### src/rtl/gpsdc_pkg.sv
// rtl/gpsdc_pkg.sv - shared types and field widths for the GPS distance calculator slice
//
// Contents:
//   state_t             feeder FSM states (PRIME, ARM, BUSY)
//   LON_W / LAT_W       point coordinate widths
//   D_W / A_W           calculator result widths
//   PT_W                packed FIFO entry width {lon, lat}
package gpsdc_pkg;

    typedef enum logic [1:0] {
        PRIME = 2'd0,
        ARM   = 2'd1,
        BUSY  = 2'd2
    } state_t;

    localparam int LON_W = 24;
    localparam int LAT_W = 24;
    localparam int D_W   = 40;
    localparam int A_W   = 64;
    localparam int PT_W  = LON_W + LAT_W;

endpackage

### src/rtl/gps_pt_fifo.sv
// rtl/gps_pt_fifo.sv - synchronous point FIFO with full/empty/count flags
//
// Ports:
//   clk, reset        clock, synchronous active-high reset (empties the FIFO)
//   push, wdata       write request and entry; ignored while full
//   pop               read request; ignored while empty
//   rdata             head entry, valid whenever empty=0
//   full, empty       occupancy flags
//   count             number of stored entries
module gps_pt_fifo
    import gpsdc_pkg::*;
#(
    parameter int DEPTH = 4,
    parameter int W     = PT_W
) (
    input  logic                     clk,
    input  logic                     reset,
    input  logic                     push,
    input  logic [W-1:0]             wdata,
    input  logic                     pop,
    output logic [W-1:0]             rdata,
    output logic                     full,
    output logic                     empty,
    output logic [$clog2(DEPTH):0]   count
);

    localparam int AW = $clog2(DEPTH);
    localparam int CW = AW + 1;

    logic [W-1:0]  mem [DEPTH];
    logic [AW-1:0] wr_ptr;
    logic [AW-1:0] rd_ptr;
    logic          do_push;
    logic          do_pop;

    assign do_push = push && !full;
    assign do_pop  = pop && !empty;

    assign full  = (count == CW'(DEPTH));
    assign empty = (count == '0);
    assign rdata = mem[rd_ptr];

    // DEPTH is a power of two, so the pointers wrap by natural overflow.
    always_ff @(posedge clk) begin
        if (reset) begin
            wr_ptr <= '0;
            rd_ptr <= '0;
            count  <= '0;
        end else begin
            if (do_push) begin
                wr_ptr <= wr_ptr + AW'(1);
            end
            if (do_pop) begin
                rd_ptr <= rd_ptr + AW'(1);
            end
            case ({do_push, do_pop})
                2'b10:   count <= count + CW'(1);
                2'b01:   count <= count - CW'(1);
                default: count <= count;
            endcase
        end
    end

    // Storage needs no reset: entries are only read after being written.
    always_ff @(posedge clk) begin
        if (do_push) begin
            mem[wr_ptr] <= wdata;
        end
    end

endmodule

### src/rtl/gps_point_feeder.sv
// rtl/gps_point_feeder.sv - buffers points and paces DEN strobes into the GPS distance calculator
//
// Ports:
//   clk, reset                    clock, synchronous active-high reset
//   in_valid/in_ready/in_lon/in_lat   upstream point stream
//   DEN, LON_OUT, LAT_OUT         one-cycle point strobe and data to the calculator
//   Valid, a, D                   calculator result strobe and values
//   res_valid/res_ready/res_d/res_a/res_idx   downstream result slot
//   err                           sticky timeout / unexpected-Valid flag
module gps_point_feeder
    import gpsdc_pkg::*;
#(
    parameter int FIFO_DEPTH = 4,
    parameter int TIMEOUT    = 255
) (
    input  logic             clk,
    input  logic             reset,
    input  logic             in_valid,
    output logic             in_ready,
    input  logic [LON_W-1:0] in_lon,
    input  logic [LAT_W-1:0] in_lat,
    output logic             DEN,
    output logic [LON_W-1:0] LON_OUT,
    output logic [LAT_W-1:0] LAT_OUT,
    input  logic             Valid,
    input  logic [A_W-1:0]   a,
    input  logic [D_W-1:0]   D,
    output logic             res_valid,
    input  logic             res_ready,
    output logic [D_W-1:0]   res_d,
    output logic [A_W-1:0]   res_a,
    output logic [7:0]       res_idx,
    output logic             err
);

    localparam int CNT_W = $clog2(TIMEOUT + 1);
    localparam logic [CNT_W-1:0] TO_MAX = CNT_W'(TIMEOUT);
    localparam int FCW = $clog2(FIFO_DEPTH) + 1;

    state_t            state;
    state_t            state_nxt;
    logic              fifo_push;
    logic              fifo_full;
    logic              fifo_empty;
    logic [PT_W-1:0]   fifo_rdata;
    logic [FCW-1:0]    fifo_count_unused;
    logic              pop;
    logic              slot_free;
    logic              capture;
    logic              expire;
    logic              stray;
    logic              res_hs;
    logic [CNT_W-1:0]  to_cnt;

    assign in_ready  = !fifo_full;
    assign fifo_push = in_valid && in_ready;
    assign res_hs    = res_valid && res_ready;

    gps_pt_fifo #(
        .DEPTH (FIFO_DEPTH),
        .W     (PT_W)
    ) u_fifo (
        .clk   (clk),
        .reset (reset),
        .push  (fifo_push),
        .wdata ({in_lon, in_lat}),
        .pop   (pop),
        .rdata (fifo_rdata),
        .full  (fifo_full),
        .empty (fifo_empty),
        .count (fifo_count_unused)
    );

    always_ff @(posedge clk) begin
        if (reset) begin
            state <= PRIME;
        end else begin
            state <= state_nxt;
        end
    end

    always_comb begin
        state_nxt = state;
        case (state)
            PRIME:   if (pop) state_nxt = ARM;
            ARM:     if (pop) state_nxt = BUSY;
            BUSY:    if (capture || expire) state_nxt = ARM;
            default: state_nxt = PRIME;
        endcase
    end

    // A computing pop needs the result slot free by the time Valid returns,
    // so it waits for the slot to be empty or draining this cycle. The !DEN
    // term stops the first ARM pop from landing right after the priming DEN.
    always_comb begin
        pop       = 1'b0;
        capture   = 1'b0;
        expire    = 1'b0;
        slot_free = !res_valid || res_ready;
        case (state)
            PRIME: pop = !fifo_empty;
            ARM:   pop = !fifo_empty && slot_free && !DEN;
            BUSY: begin
                capture = Valid;
                expire  = !Valid && (to_cnt == TO_MAX);
            end
            default: ;
        endcase
        stray = Valid && (state != BUSY);
    end

    always_ff @(posedge clk) begin
        if (reset) begin
            DEN       <= 1'b0;
            LON_OUT   <= '0;
            LAT_OUT   <= '0;
            to_cnt    <= '0;
            res_valid <= 1'b0;
            res_d     <= '0;
            res_a     <= '0;
            res_idx   <= '0;
            err       <= 1'b0;
        end else begin
            DEN <= pop;
            if (pop) begin
                {LON_OUT, LAT_OUT} <= fifo_rdata;
            end

            if (pop) begin
                to_cnt <= '0;
            end else if (state == BUSY && !expire) begin
                to_cnt <= to_cnt + CNT_W'(1);
            end

            // Capture wins over a same-cycle drain so a result is never lost.
            if (capture) begin
                res_valid <= 1'b1;
                res_d     <= D;
                res_a     <= a;
            end else if (res_hs) begin
                res_valid <= 1'b0;
            end

            if (res_hs) begin
                res_idx <= res_idx + 8'd1;
            end

            if (expire || stray) begin
                err <= 1'b1;
            end
        end
    end

endmodule
### config.mk
export PLATFORM = sky130hd
export DESIGN_NAME = gps_point_feeder
export DESIGN_NICKNAME = d
export VERILOG_FILES = /design/src/rtl/gpsdc_pkg.sv /design/src/rtl/gps_pt_fifo.sv /design/src/rtl/gps_point_feeder.sv
export SDC_FILE = /design/constraint.sdc
export NUM_CORES = 1
export LEC_CHECK = 0
export BUFFER_PORTS_ARGS = -buffer_cell sky130_fd_sc_hd__buf_2
export CAP_MARGIN = 15
export CELL_PAD_IN_SITES_DETAIL_PLACEMENT = 1
export CELL_PAD_IN_SITES_GLOBAL_PLACEMENT = 2
export CORE_MARGIN = 2
export CORE_UTILIZATION = 38
export CTS_CLUSTER_SIZE = 25
export DETAILED_ROUTE_END_ITERATION = 10
export GPL_TIMING_DRIVEN = 0
export PLACE_DENSITY_LB_ADDON = 0.2
export SYNTH_ARGS = -nofsm -noshare
export SYNTH_HDL_FRONTEND = slang
export SYNTH_SLANG_ARGS = --single-unit
### constraint.sdc
create_clock -name clk -period 5.1 [get_ports clk]
set_input_delay 0.255 -clock clk [delete_from_list [all_inputs] [get_ports clk]]
set_output_delay 0.255 -clock clk [all_outputs]
set_load 0.02 [all_outputs]
Word level (Yosys, flattened, before mapping). Memories as Yosys holds them, arrays and structs flattened. A register that Yosys moved wholly into a read port is not among the register bits. Cells that the tools add are included.

Flip-flop bits (word level): 132. Bits in latches: 0. Bits in writable memories: 192. ROM bits: 0. Input port bits: 157. Output and inout port bits: 164. Word-level logic and storage cells: 64. Memories kept: 1.

Add/subtract/negate cells: 6. $mul: 0. Div/mod/pow operators: 0. Order comparisons: 0. Eq/ne operators: 10. Shift operators: 0. Multiplexer cells: 12. Bitwise gates (word level): 0. Reductions and logical operators: 24.

Memories: u_fifo.mem (words 4, bits a word 48, rd ports 1, clocked after memory_dff 1, wr ports 1, RTL line gps_pt_fifo.sv:30) `logic [W-1:0] mem [DEPTH];`.

Operator list (number): 8-bit by 1-bit adder with 8-bit output, second input constant (2); 1-bit logical AND (9); 8-bit equality test, second input constant (1); 1-bit zero test (6); 1-bit two-way mux (6); 2-bit two-way mux (3); 2-bit one-hot mux with 3 select lines (1); 3-bit one-hot mux with 2 select lines (1); 2-bit by 1-bit adder with 2-bit output, second input constant (2); 2-bit by 1-bit equality test with 1-bit output, second input constant (2); 2-bit equality test, second input constant (2); 2-bit by 1-bit inequality test with 1-bit output, second input constant (2); 2-bit inequality test, second input constant (2); 2-bit nonzero test (2); 3-bit by 1-bit adder with 3-bit output, second input constant (1); 3-bit equality test, second input constant (1); 3-bit zero test (1); 1-bit logical OR (3); 3-bit AND reduction (1); 3-bit by 1-bit subtractor with 3-bit output, second input constant (1); 2-bit zero test (1); 1-bit one-hot mux with 2 select lines (1); 2-bit OR reduction (1).

Depth between registers and ports, before layout. Gate-level depths: netlist of the first run.

Depth after elaboration: 8. Depth in mapped cells: 10. Depth with buffers taken out: 9.

Cells and area by module. A second synthesis of the first run with hierarchy kept.

Cells, all modules: 1069. Area, all modules: 13514.2 sq um.

Modules (own cells, without submodules): gps_pt_fifo (instances 1, cells each 304, area an instance 7388.3 sq um, sequential area each 5945.7 sq um); gps_point_feeder (instances 1, cells each 765, area an instance 6125.9 sq um, sequential area each 3463.3 sq um).

Worst setup path after synthesis of the first run. No wires, ideal clock.

Path kind: register -> register. From: register u_fifo.count[2]. To: register u_fifo.count[2]. Library setup time: 0.070 ns. Data arrival time: 2.277 ns. Required time: 5.030 ns. Path slack: 2.753 ns. Cell stages (with the launch flop): 10. Buffers on the path: 0. Period minus slack after synthesis: 2.347 ns. Path through: dfxtp_1 or3b_1 and2_4 inv_1 ha_1 inv_1 fa_1 xor2_1 or3_1 a21oi_1.

Elaborated cells on any way between the ends: 16. Classes of those cells: add/sub: 2; eq/ne: 3; mux: 2; reduce/logical: 9.

RTL lines: start, declared (RTL line gps_pt_fifo.sv:24) `output logic [$clog2(DEPTH):0] count`; start signal, assigned (RTL line gps_pt_fifo.sv:57) `2'b10: count <= count + CW'(1);`; start signal, assigned (RTL line gps_pt_fifo.sv:58) `2'b01: count <= count - CW'(1);`; start signal, assigned (RTL line gps_pt_fifo.sv:59) `default: count <= count;`; 3-bit equality test * (RTL line gps_pt_fifo.sv:39) `assign full = (count == CW'(DEPTH));`; 1-bit zero test * (RTL line gps_point_feeder.sv:55) `assign in_ready = !fifo_full;`; named net in_ready (RTL line gps_point_feeder.sv:19) `output logic in_ready,`; 1-bit logical AND (RTL line gps_point_feeder.sv:56) `assign fifo_push = in_valid && in_ready;`; 1-bit logical AND * (RTL line gps_pt_fifo.sv:36) `assign do_push = push && !full;`; 2-bit by 1-bit equality test with 1-bit output or 2-bit equality test (tied branches) (RTL line gps_pt_fifo.sv:56) `case ({do_push, do_pop})`; 3-bit one-hot mux with 2 select lines or 2-bit nonzero test (tied branches).

The timed path passes the listed nets; every way through them passes the cells marked *. A chain may end at the register's enable or synchronous reset.

Worst setup path after layout of the first run.
From: register u_fifo.count[0]. To: register u_fifo.count[2].

Longest elaborated chain between the ends: 8. Elaborated cells on any way between the ends: 16. Classes of those cells: add/sub: 2; eq/ne: 3; mux: 2; reduce/logical: 9.

Ends and longest elaborated chain: 3-bit zero test * (RTL line gps_pt_fifo.sv:40) `assign empty = (count == '0);`; 1-bit zero test * (RTL line gps_pt_fifo.sv:37, gps_point_feeder.sv:101, gps_point_feeder.sv:102); 1-bit logical AND (2 in series) (RTL line gps_point_feeder.sv:102) `ARM: pop = !fifo_empty && slot_free && !DEN;`; 1-bit one-hot mux with 2 select lines (RTL line gps_point_feeder.sv:100) `case (state)`; 1-bit logical AND * (RTL line gps_pt_fifo.sv:37) `assign do_pop = pop && !empty;`; named net u_fifo.do_pop (RTL line gps_pt_fifo.sv:34) `logic do_pop;`; 2-bit by 1-bit equality test with 1-bit output or 2-bit equality test (tied branches) (RTL line gps_pt_fifo.sv:56); 3-bit one-hot mux with 2 select lines or 2-bit nonzero test (tied branches).

Marks and branches as above.

==> results_dict.tcl, run 1 <==
set metrics [dict create \
    slowest_stage "dfxtp_1" \
    max_freq_mhz 386 \
    ff2ff_path_depth 10 \
    cts_made_buffers 41 \
    synthFlopType "edfxtp_1" \
    io_pins 321 \
    final_nets 1772 \
    pwr_density_cell_mw_per_mm2 493 \
    p_clk_frac 0.335 \
    syn_area_per_cell_um2 12.6 \
    min_period_ns 2.59 \
    p_sw_frac 0.311 \
    clk_pin_slew_worst_paths_ns 0.06 \
    final_cell_area_mm2 0.0190 \
    netSwitchingPower_mw 2.91 \
    cts_max_level 2 \
    cts_tree "built" \
    hold_depth 3 \
    critical_path_peak_fanout 10 \
    syn_inst 1089 \
    setup_tns_ns 0 \
    seqPwrFrac 0.400 \
    r2r_slack_ns 2.51 \
    hold_start "res_ready" \
    gp_congestion 0.765 \
    worst_pin_slew_ns 0.858 \
    synth_commonest_cells "nand2_1, edfxtp_1, dfxtp_1" \
    post-cts-setup-buffers 0 \
    first_pass_iters 4 \
    design.core.area_mm2 0.0356 \
    grt_pass1_wl_mm 64.4 \
    power_leakage_nw 7.27 \
    synth_edf_count 192 \
    cell_internal_pwr_mw 6.44 \
    die_area_mm2 0.0377 \
    first_iter_violations 299 \
    clock_latency_ns 0.56 \
    grt_pass1_vias 11196 \
    cts.path.max_buffers 3 \
    arrival_ns 3.07 \
    cp_top_family "simple AND/OR/NAND/NOR gates" \
    slew_violations 0 \
    clockRootBuffer "clkbuf_16" \
    cap_violations 0 \
    status "complete, no violations" \
    grt.total_usage 0.220 \
    slew_headroom 0.428 \
    place_area_mm2 0.0160 \
    end_kind "flip-flop" \
    setup_viol 0 \
    seq_area_frac_synth 0.682 \
    antenna_found_initial 2 \
    area_growth_pct 38.0 \
    io_buffers 319 \
    hold_class "in2reg" \
    worst_ep_required_time_ns 5.58 \
    clock_sinks 372 \
    critPathKind "reg2reg" \
    drive_above_1_share 0.299 \
    pwr-share-comb 0.265 \
    yosys_warnings 0 \
    drc_errors 0 \
    place_hpwl_mm 27.8 \
    reg2reg_to "u_fifo.count[2]$_SDFFE_PP0P_" \
    wirelength_mm 41.9 \
    die_y_um 194 \
    overflow 0 \
    post-route-period-util 0.508 \
    ys_types 47 \
    ir_drop_mv 0.309 \
    ant_nets 0 \
    worstPathCellList "nor3_2 -> or2_1 -> buf_2 -> nor2_4 -> ha_1 -> inv_1 -> fa_1 -> xor2_1 -> or3_1 -> a21oi_1" \
    synth_area_leaders "edfxtp_1, dfxtp_1, mux4_2" \
    grt_max_degree 34 \
    fillCellCount 3751 \
    synth_nets 1254 \
    wl_per_cell_um 19.9 \
    synth_area_mm2 0.0137 \
    synth-seq-cells 372 \
    async_reset_ff_frac 0 \
    hold_buffers 152 \
    synth_top_area_share 0.420 \
    cp-start-kind "flip-flop" \
    path_buf_inv 2 \
    min_to "res_idx[1]$_SDFFE_PP0P_" \
    cts_resized 0 \
    rsz0062_at_grt "false" \
    start_util 0.386 \
    hold_viol_final 0 \
    fin_skew_ns 0.0143 \
    yosysMostFrequentCell "nand2_1" \
    vias 10478 \
    die_w_um 194 \
    rr_startpoint "u_fifo.count[0]$_SDFFE_PP0P_" \
    rows 69 \
    synth_top_area_cell "edfxtp_1" \
    slowest_delay_ns 0.42 \
    viasPerCell 4.99 \
]
## state kept, by name, summed over array words and instances, names as in the netlist
register,flops
u_fifo.mem,192
res_a,64
res_d,40
LAT_OUT,24
LON_OUT,24
res_idx,8
to_cnt,8
u_fifo.count,3
state,2
u_fifo.rd_ptr,2
u_fifo.wr_ptr,2
DEN,1
err,1
res_valid,1
## cell families after synthesis
group,after synthesis,share of synthesized area
adder cells (fa/ha/maj),8,0.00783
flip-flops,372,0.682
buffers and inverters,90,0.0330
AND/OR/NAND/NOR,330,0.104
AO/OA/AOI/OAI,229,0.0865
XOR/XNOR,10,0.00637
multiplexers,50,0.0801
## metrics by stage
step | cells | utilization | hold WS (ns) | worst slack, ns | total power, mW
detailed placement | 1873 | 0.450 | 0.441 | 2.52 | 6.22
global route | 2101 | 0.533 | 0.0563 | 2.31 | 9.82
floorplan | 1089 | - | 0.354 | 2.75 | 5.34
global placement | 1869 | 0.447 | 0.433 | 1.79 | 6.15
CTS | 2100 | 0.533 | 0.0316 | 2.50 | 9.50
finish | 2101 | 0.533 | 0.0522 | 2.51 | 9.35
## layout by cell type (no fill, tap or decap), types with 6 or more instances in the layout
| master | netlist | layout |
|---|---|---|
| dlygate4sd3_1 | 0 | 152 |
| inv_1 | 13 | 13 |
| nand3_1 | 53 | 53 |
| buf_4 | 8 | 8 |
| xor2_1 | 6 | 6 |
| ha_1 | 7 | 7 |
| dfxtp_1 | 180 | 180 |
| mux4_2 | 48 | 48 |
| buf_2 | 21 | 340 |
| a21oi_1 | 164 | 164 |
| nand2_1 | 218 | 218 |
| clkbuf_1 | 34 | 44 |
| nor3_1 | 9 | 9 |
| nor2_1 | 17 | 17 |
| edfxtp_1 | 192 | 192 |
| clkbuf_16 | 0 | 42 |
| clkbuf_8 | 0 | 9 |
| o21ai_0 | 48 | 48 |
| o21ai_1 | 7 | 7 |
| buf_6 | 7 | 7 |
## power by group through the flow
stage,sequential (mW),combinational (mW),clock [mW]
finish,3.74,2.48,3.13
global placement,3.80,2.35,0
floorplan,4.01,1.32,0
CTS,3.74,2.54,3.22
detailed placement,3.80,2.42,0
global route,3.78,2.72,3.31
## per-layer routing
layer / vias to the layer above / part of all wire / GRT usage / routed length [um]
li1: 4975 / - / - / -
met1: 5140 / 0.41 / 0.267 / 17200
met2: 298 / 0.51 / 0.391 / 21300
met3: 63 / 0.056 / 0.0456 / 2340
met4: 2 / 0.024 / 0.0707 / 1020
met5: - / 0.00031 / 0 / 13
## cell type report
cell class	instances	area, um^2	share of cell area
repair buffers	475	3200	0.169
multi-input cells	627	3930	0.207
clock inverters	14	228	0.0120
plain buffers	77	404	0.0213
well taps	461	577	0.0304
inverters	13	48.8	0.00257
diodes	1	2.50	0.000132
flip-flops and latches	372	9370	0.494
clock buffers	61	1210	0.0639
## how the worst max path moves through the flow
| stage | end | cells past startpoint | startpoint |
|---|---|---|---|
| 5_1_grt | u_fifo.count[2]$_SDFFE_PP0P_ | 10 | u_fifo.count[0]$_SDFFE_PP0P_ |
| 6_report | u_fifo.count[2]$_SDFFE_PP0P_ | 10 | u_fifo.count[0]$_SDFFE_PP0P_ |
| 2_1_floorplan | u_fifo.count[2]$_SDFFE_PP0P_ | 9 | u_fifo.count[2]$_SDFFE_PP0P_ |
| 3_3_place_gp | u_fifo.mem[0][13]$_DFFE_PP_ | 2 | u_fifo.count[0]$_SDFFE_PP0P_ |
| 3_5_place_dp | u_fifo.count[2]$_SDFFE_PP0P_ | 10 | u_fifo.count[0]$_SDFFE_PP0P_ |
| 4_1_cts | u_fifo.count[2]$_SDFFE_PP0P_ | 10 | u_fifo.count[0]$_SDFFE_PP0P_ |
## worst register-to-register path: stages, from the launching register on
cell and delay [ns]:
dfxtp_1 0.42, nor3_2 0.09, or2_1 0.20, buf_2 0.19, nor2_4 0.31, ha_1 0.25
inv_1 0.06, fa_1 0.37, xor2_1 0.16, or3_1 0.30, a21oi_1 0.15
(Power assumes the default switching activity.)
==> run 2, diff against run 1 <==
CORE_UTILIZATION = 32   (was 38)
clock period = 2.2 ns   (was 5.1 ns; I/O delays follow)
==> run 2 against run 1 <==
Utilization is 7.9 points lower. Non-clock buffer count rose by 12. Combinational power up 140%. Sequential power increased by 130%. Final area rose by 0.92%. Via count increased by 0.38%. First-iteration DRC count is 65% higher. Count of clock-buffer cells in the layout rose by 1. Fmax is 19% higher. Flip-flop and latch count unchanged. Die area grew 18%. Cell count up 4.5%. Critical endpoint unchanged.
==> results_dict.tcl, run 2 (synthesis results as in run 1) <==
set metrics [dict create \
    status "complete, no violations" \
    die_y_um 211 \
    clockRootBuffer "clkbuf_16" \
    cap_violations 0 \
    hold_viol_final 0 \
    utilization 0.454 \
    area_growth_pct 39.3 \
    end_kind "flip-flop" \
    gp_congestion 0.762 \
    hold_start "in_valid" \
    rows 75 \
    drive_above_1_share 0.306 \
    slew_headroom 0.416 \
    grt.total_usage 0.188 \
    registers.top_by_ff_count "u_fifo.mem" \
    multi_input_area_mm2 0.00395 \
    final_cell_area_mm2 0.0191 \
    rsz0062_at_grt "true" \
    wl_per_cell_um 19.2 \
    cts.path.max_buffers 3 \
    instances_no_fill 2195 \
    wirelength_mm 42.2 \
    fillCellCount 4491 \
    clk_pin_slew_worst_paths_ns 0.06 \
    place_area_mm2 0.0161 \
    largest_reg_flops 192 \
    largest_registers "u_fifo.mem (192), res_a (64), res_d (40)" \
    design.core.area_mm2 0.0421 \
    grt_pass1_wl_mm 64.6 \
    overflow 0 \
    layout_commonest_cell "buf_2" \
    cp-start-kind "flip-flop" \
    reg2reg_to "u_fifo.count[2]$_SDFFE_PP0P_" \
    clock_latency_ns 0.57 \
    critical_path_peak_fanout 5 \
    r2r_slack_ns 0.03 \
    worst_pin_slew_ns 0.876 \
    post-route-period-util 0.988 \
    rr_startpoint "u_fifo.count[1]$_SDFFE_PP0P_" \
    layout_common_cells "buf_2, nand2_1, edfxtp_1" \
    p_sw_frac 0.317 \
    vias 10518 \
    start_util 0.326 \
    min_to "u_fifo.wr_ptr[1]$_SDFFE_PP0P_" \
    cts_made_buffers 42 \
    hold_depth 5 \
    antenna_found_initial 3 \
    fin_skew_ns 0.0187 \
    worst_ep_required_time_ns 2.69 \
    min_period_ns 2.17 \
    clock_sinks 372 \
    final_nets 1785 \
    cts_tree "built" \
    first_pass_iters 4 \
    slew_violations 0 \
    finalPower_mw 21.5 \
    seq_area_mm2 0.00938 \
    pwr_density_cell_mw_per_mm2 1120 \
    io_pins 321 \
    io_buffers 319 \
    max_freq_mhz 460 \
    pwr-share-comb 0.275 \
    seqPwrFrac 0.404 \
    ff2ff_path_depth 10 \
    first_iter_violations 494 \
    ir_drop_mv 0.707 \
    grt_pass1_vias 11163 \
    hold_class "in2reg" \
    p_clk_frac 0.321 \
    setup_tns_ns 0 \
    dp_cells 1951 \
    die_area_mm2 0.0446 \
    setup_viol 0 \
    netSwitchingPower_mw 6.80 \
    cts_max_level 2 \
    grt_max_degree 32 \
    die_w_um 211 \
    power_leakage_nw 7.29 \
    critPathKind "reg2reg" \
    ant_nets 0 \
    arrival_ns 2.66 \
    drc_errors 0 \
    place_hpwl_mm 28.5 \
    viasPerCell 4.79 \
    cell_internal_pwr_mw 14.7 \
]
## run 2: worst max-delay path by stage
stage	start	end
2_1_floorplan	u_fifo.count[1]$_SDFFE_PP0P_	u_fifo.count[2]$_SDFFE_PP0P_
3_3_place_gp	u_fifo.count[1]$_SDFFE_PP0P_	u_fifo.count[2]$_SDFFE_PP0P_
3_5_place_dp	u_fifo.count[1]$_SDFFE_PP0P_	u_fifo.count[2]$_SDFFE_PP0P_
4_1_cts	u_fifo.count[0]$_SDFFE_PP0P_	u_fifo.count[2]$_SDFFE_PP0P_
5_1_grt	u_fifo.count[1]$_SDFFE_PP0P_	u_fifo.count[2]$_SDFFE_PP0P_
6_report	u_fifo.count[1]$_SDFFE_PP0P_	u_fifo.count[2]$_SDFFE_PP0P_
## run 2: power by group through the flow
stage                     sequential (mW)  combinational (mW)  clock [mW]
after floorplan                      9.29                3.11           0
after global placement               8.81                5.52           0
after detailed placement             8.82                5.62           0
after CTS                            8.70                5.96        7.10
after global routing                 8.78                6.50        7.34
final                                8.68                5.92        6.89
## run 2: layout make-up
class	instances	share of cell area
Antenna cell	2	0.000262
Tap cell	539	0.0352
Clock inverter	16	0.00785
Buffer	77	0.0214
Multi-Input combinational cell	627	0.207
Timing Repair Buffer	487	0.172
Sequential cell	372	0.490
Clock buffer	62	0.0636
Inverter	13	0.00268
## run 2: through the flow
step,setup slack [ns],hold WS [ns]
floorplan,-0.0260,0.209
global placement,-0.330,0.323
detailed placement,-0.349,0.331
CTS,0.00225,0.000345
global route,-0.0740,0.0503
finish,0.0254,0.0317
## run 2: critical path, stage by stage (launching register included)
cell     delay [ns]
dfxtp_4        0.37
nor3_2         0.05
or2_1          0.22
buf_6          0.13
nor2_4         0.16
ha_4           0.15
inv_1          0.05
fa_2           0.33
xor2_1         0.16
or3_1          0.37
a21oi_2        0.11
## run 2: metal layers
metal  up-vias  part of all wire  global-route usage
met3        72             0.058              0.0382
met5         -           0.00026                   0
met4         2             0.027              0.0697
li1       5001                 -                   -
met1      5143              0.43               0.231
met2       300              0.49               0.326
## run 2: repair_timing
action                     4_1_cts  5_1_grt
hold endpoints to repair       304        0
setup endpoints to repair        2        1
pin swaps                        3        4
hold buffers                   155        0
gates resized for setup          8        3
setup buffers                    5        4
==> run 3, diff against run 2 <==
ABC_AREA = 1   (was unset)
CORE_UTILIZATION = 30   (was 32)
==> run 3 against run 2 <==
Setup slack better by 0.16 ns. Combinational power up 3%. Via count increased by 11%. Non-clock buffer count up 12. Die area up 7.0%. Hold slack improved by 0.19 ns.
==> results_dict.tcl, run 3 <==
set metrics [dict create \
    path_buf_inv 3 \
    wl_per_cell_um 18.2 \
    seq_area_mm2 0.00937 \
    die_area_mm2 0.0477 \
    cts_max_level 2 \
    slew_violations 0 \
    rr_startpoint "u_fifo.count[2]$_SDFFE_PP0P_" \
    yosysMostFrequentCell "nand2_1" \
    critical_path_peak_fanout 6 \
    slowest_delay_ns 0.38 \
    die_w_um 218 \
    preCtsSetupSlack_ns -0.248 \
    layout_commonest_cell "buf_2" \
    cp-startpoint "u_fifo.count[2]$_SDFFE_PP0P_" \
    cp_top_family "compound AO/OA/AOI/OAI gates" \
    synth_commonest_cells "nand2_1, edfxtp_1, dfxtp_1" \
    gp_congestion 0.765 \
    clock_latency_ns 0.56 \
    hold_start "Valid" \
    die_y_um 218 \
    fillCellCount 5160 \
    ir_drop_mv 0.606 \
    synth-seq-cells 372 \
    synth_top_area_share 0.418 \
    drc_errors 0 \
    clockRootBuffer "clkbuf_16" \
    yosys_warnings 0 \
    syn_inst 1326 \
    seq_area_frac_synth 0.679 \
    drive_above_1_share 0.240 \
    ant_nets 0 \
    arrival_ns 2.47 \
    syn_area_per_cell_um2 10.4 \
    grt_pass1_wl_mm 69.1 \
    cp-start-kind "flip-flop" \
    first_pass_iters 5 \
    ys_types 31 \
    synth_nets 1491 \
    grt_pass1_vias 12074 \
    largest_reg_flops 192 \
    finalPower_mw 21.5 \
    start_util 0.304 \
    critPathKind "reg2reg" \
    viasPerCell 4.67 \
    synth_area_leaders "edfxtp_1, dfxtp_1, nand2_1" \
    fin_skew_ns 0.0149 \
    slew_headroom 0.552 \
    layout_common_cells "buf_2, nand2_1, edfxtp_1" \
    holdWs_ns 0.221 \
    clk_pin_slew_worst_paths_ns 0.06 \
    wirelength_mm 45.4 \
    vias 11635 \
    cts.path.max_buffers 3 \
    largest_registers "u_fifo.mem (192), res_a (64), res_d (40)" \
    n_antenna_cell 0 \
    grt_max_degree 22 \
    synth_top_area_cell "edfxtp_1" \
    place_area_mm2 0.0164 \
    clock_sinks 372 \
    hold_viol_final 0 \
    max_freq_mhz 496 \
    end_kind "flip-flop" \
    worst_ep_required_time_ns 2.65 \
    first_iter_violations 566 \
    async_reset_ff_frac 0 \
    pwr_density_cell_mw_per_mm2 1110 \
    min_period_ns 2.02 \
    final_cell_area_mm2 0.0193 \
    antenna_found_initial 0 \
    multi_input_area_mm2 0.00390 \
    fin_ws_ns 0.183 \
    hold_class "in2reg" \
    synth_area_mm2 0.0138 \
    worst_pin_slew_ns 0.672 \
    post-route-period-util 0.917 \
    worstPathCellList "inv_1 -> a21oi_2 -> nand2_4 -> inv_2 -> ha_1 -> inv_1 -> fa_1 -> a21oi_1 -> o21ai_0 -> o21ai_0 -> a21oi_1" \
    cts_tree "built" \
    registers.top_by_ff_count "u_fifo.mem" \
    area_growth_pct 39.7 \
    cap_violations 0 \
    rows 78 \
    synthFlopType "edfxtp_1" \
    synth_edf_count 192 \
    grt.total_usage 0.188 \
    slowest_stage "fa_1" \
    power_leakage_nw 7.72 \
    design.core.area_mm2 0.0454 \
    cts_made_buffers 43 \
    overflow 0 \
    io_buffers 318 \
    place_hpwl_mm 30.3 \
    utilization 0.425 \
    io_pins 321 \
    final_nets 2022 \
    setup_viol 0 \
    status "complete, no violations" \
]
==> run 3: changes by cell type after synthesis, sizes merged, moves of 4 or more <==
cell | previous run | this run
nor3 | 10 | 2
nor2 | 18 | 126
xnor2 | 4 | 0
or3 | 4 | 0
mux4 | 48 | 0
o22ai | 0 | 48
buf | 38 | 50
inv | 13 | 33
a21oi | 164 | 125
nor4 | 5 | 0
nand2 | 219 | 289
o21ai | 56 | 110
and3 | 7 | 0
nand3 | 53 | 111
==> run 3: tightest hold or removal path, delay by kind of cell <==
kind | cells | cell delay (ns)
compound gates | 1 | 0.06
buf+inv | 2 | 0.46
simple gates | 1 | 0.11
==> run 3: kinds of logic (layout without fill, tap and decap cells) <==
| kind of cell | Yosys count | in the layout | share of synthesized area |
|---|---|---|---|
| DFF | 372 | 372 | 0.679 |
| buffers and inverters | 123 | 689 | 0.0419 |
| xor gates and xnor gates | 5 | 5 | 0.00317 |
| AOI/OAI and AO/OA | 285 | 285 | 0.109 |
| adders and majority gates | 8 | 8 | 0.00780 |
| and+or+nand+nor | 533 | 533 | 0.159 |
==> run 3: layout make-up <==
class                   count  area share
flip-flops and latches    372       0.486
multi-input cells         831       0.202
repair buffers            486       0.175
clock buffers              62      0.0595
well taps                 600      0.0390
plain buffers              90      0.0236
clock inverters            18     0.00876
inverters                  33     0.00643
==> run 3: worst paths after layout <==
kind	slack [ns]	endpoint	cells past startpoint
setup / recovery	0.18	u_fifo.count[2]$_SDFFE_PP0P_	11
hold / removal	0.22	res_d[2]$_SDFFE_PP0P_	4
setup reg to reg	0.18	u_fifo.count[2]$_SDFFE_PP0P_	11
hold reg to reg	0.44	LON_OUT[0]$_SDFFE_PP0P_	2
==> run 3: layer usage <==
| metal | wire length [um] | global-route usage | vias to the layer above | part of all wire |
|---|---|---|---|---|
| li1 | - | - | 5637 | - |
| met1 | 19900 | 0.241 | 5694 | 0.44 |
| met2 | 22400 | 0.318 | 235 | 0.49 |
| met3 | 1980 | 0.0341 | 69 | 0.044 |
| met4 | 1160 | 0.0628 | 0 | 0.026 |
| met5 | 0 | 0 | - | 0 |
==> run 3: repair_timing <==
item	CTS	global route
gates cloned	0	0
buffers inserted	0	5
pin swaps	0	1
hold endpoints to repair	302	0
gates resized for setup	2	2
endpoints found under the setup margin	6	1
hold buffers	155	0
==> run 3: stage by stage <==
step	std cells	setup TNS, ns
6_report	2492	0
5_1_grt	2492	-0.00560
4_1_cts	2487	0
3_5_place_dp	2252	-0.356
3_3_place_gp	2244	-309.87
2_1_floorplan	1326	-59.55
==> run 3: power breakdown <==
part           switching (mW)  internal, mW
Combinational            4.12          1.96
Sequential              0.379          8.24
Clock                    2.81          3.98
Total                    7.30          14.2
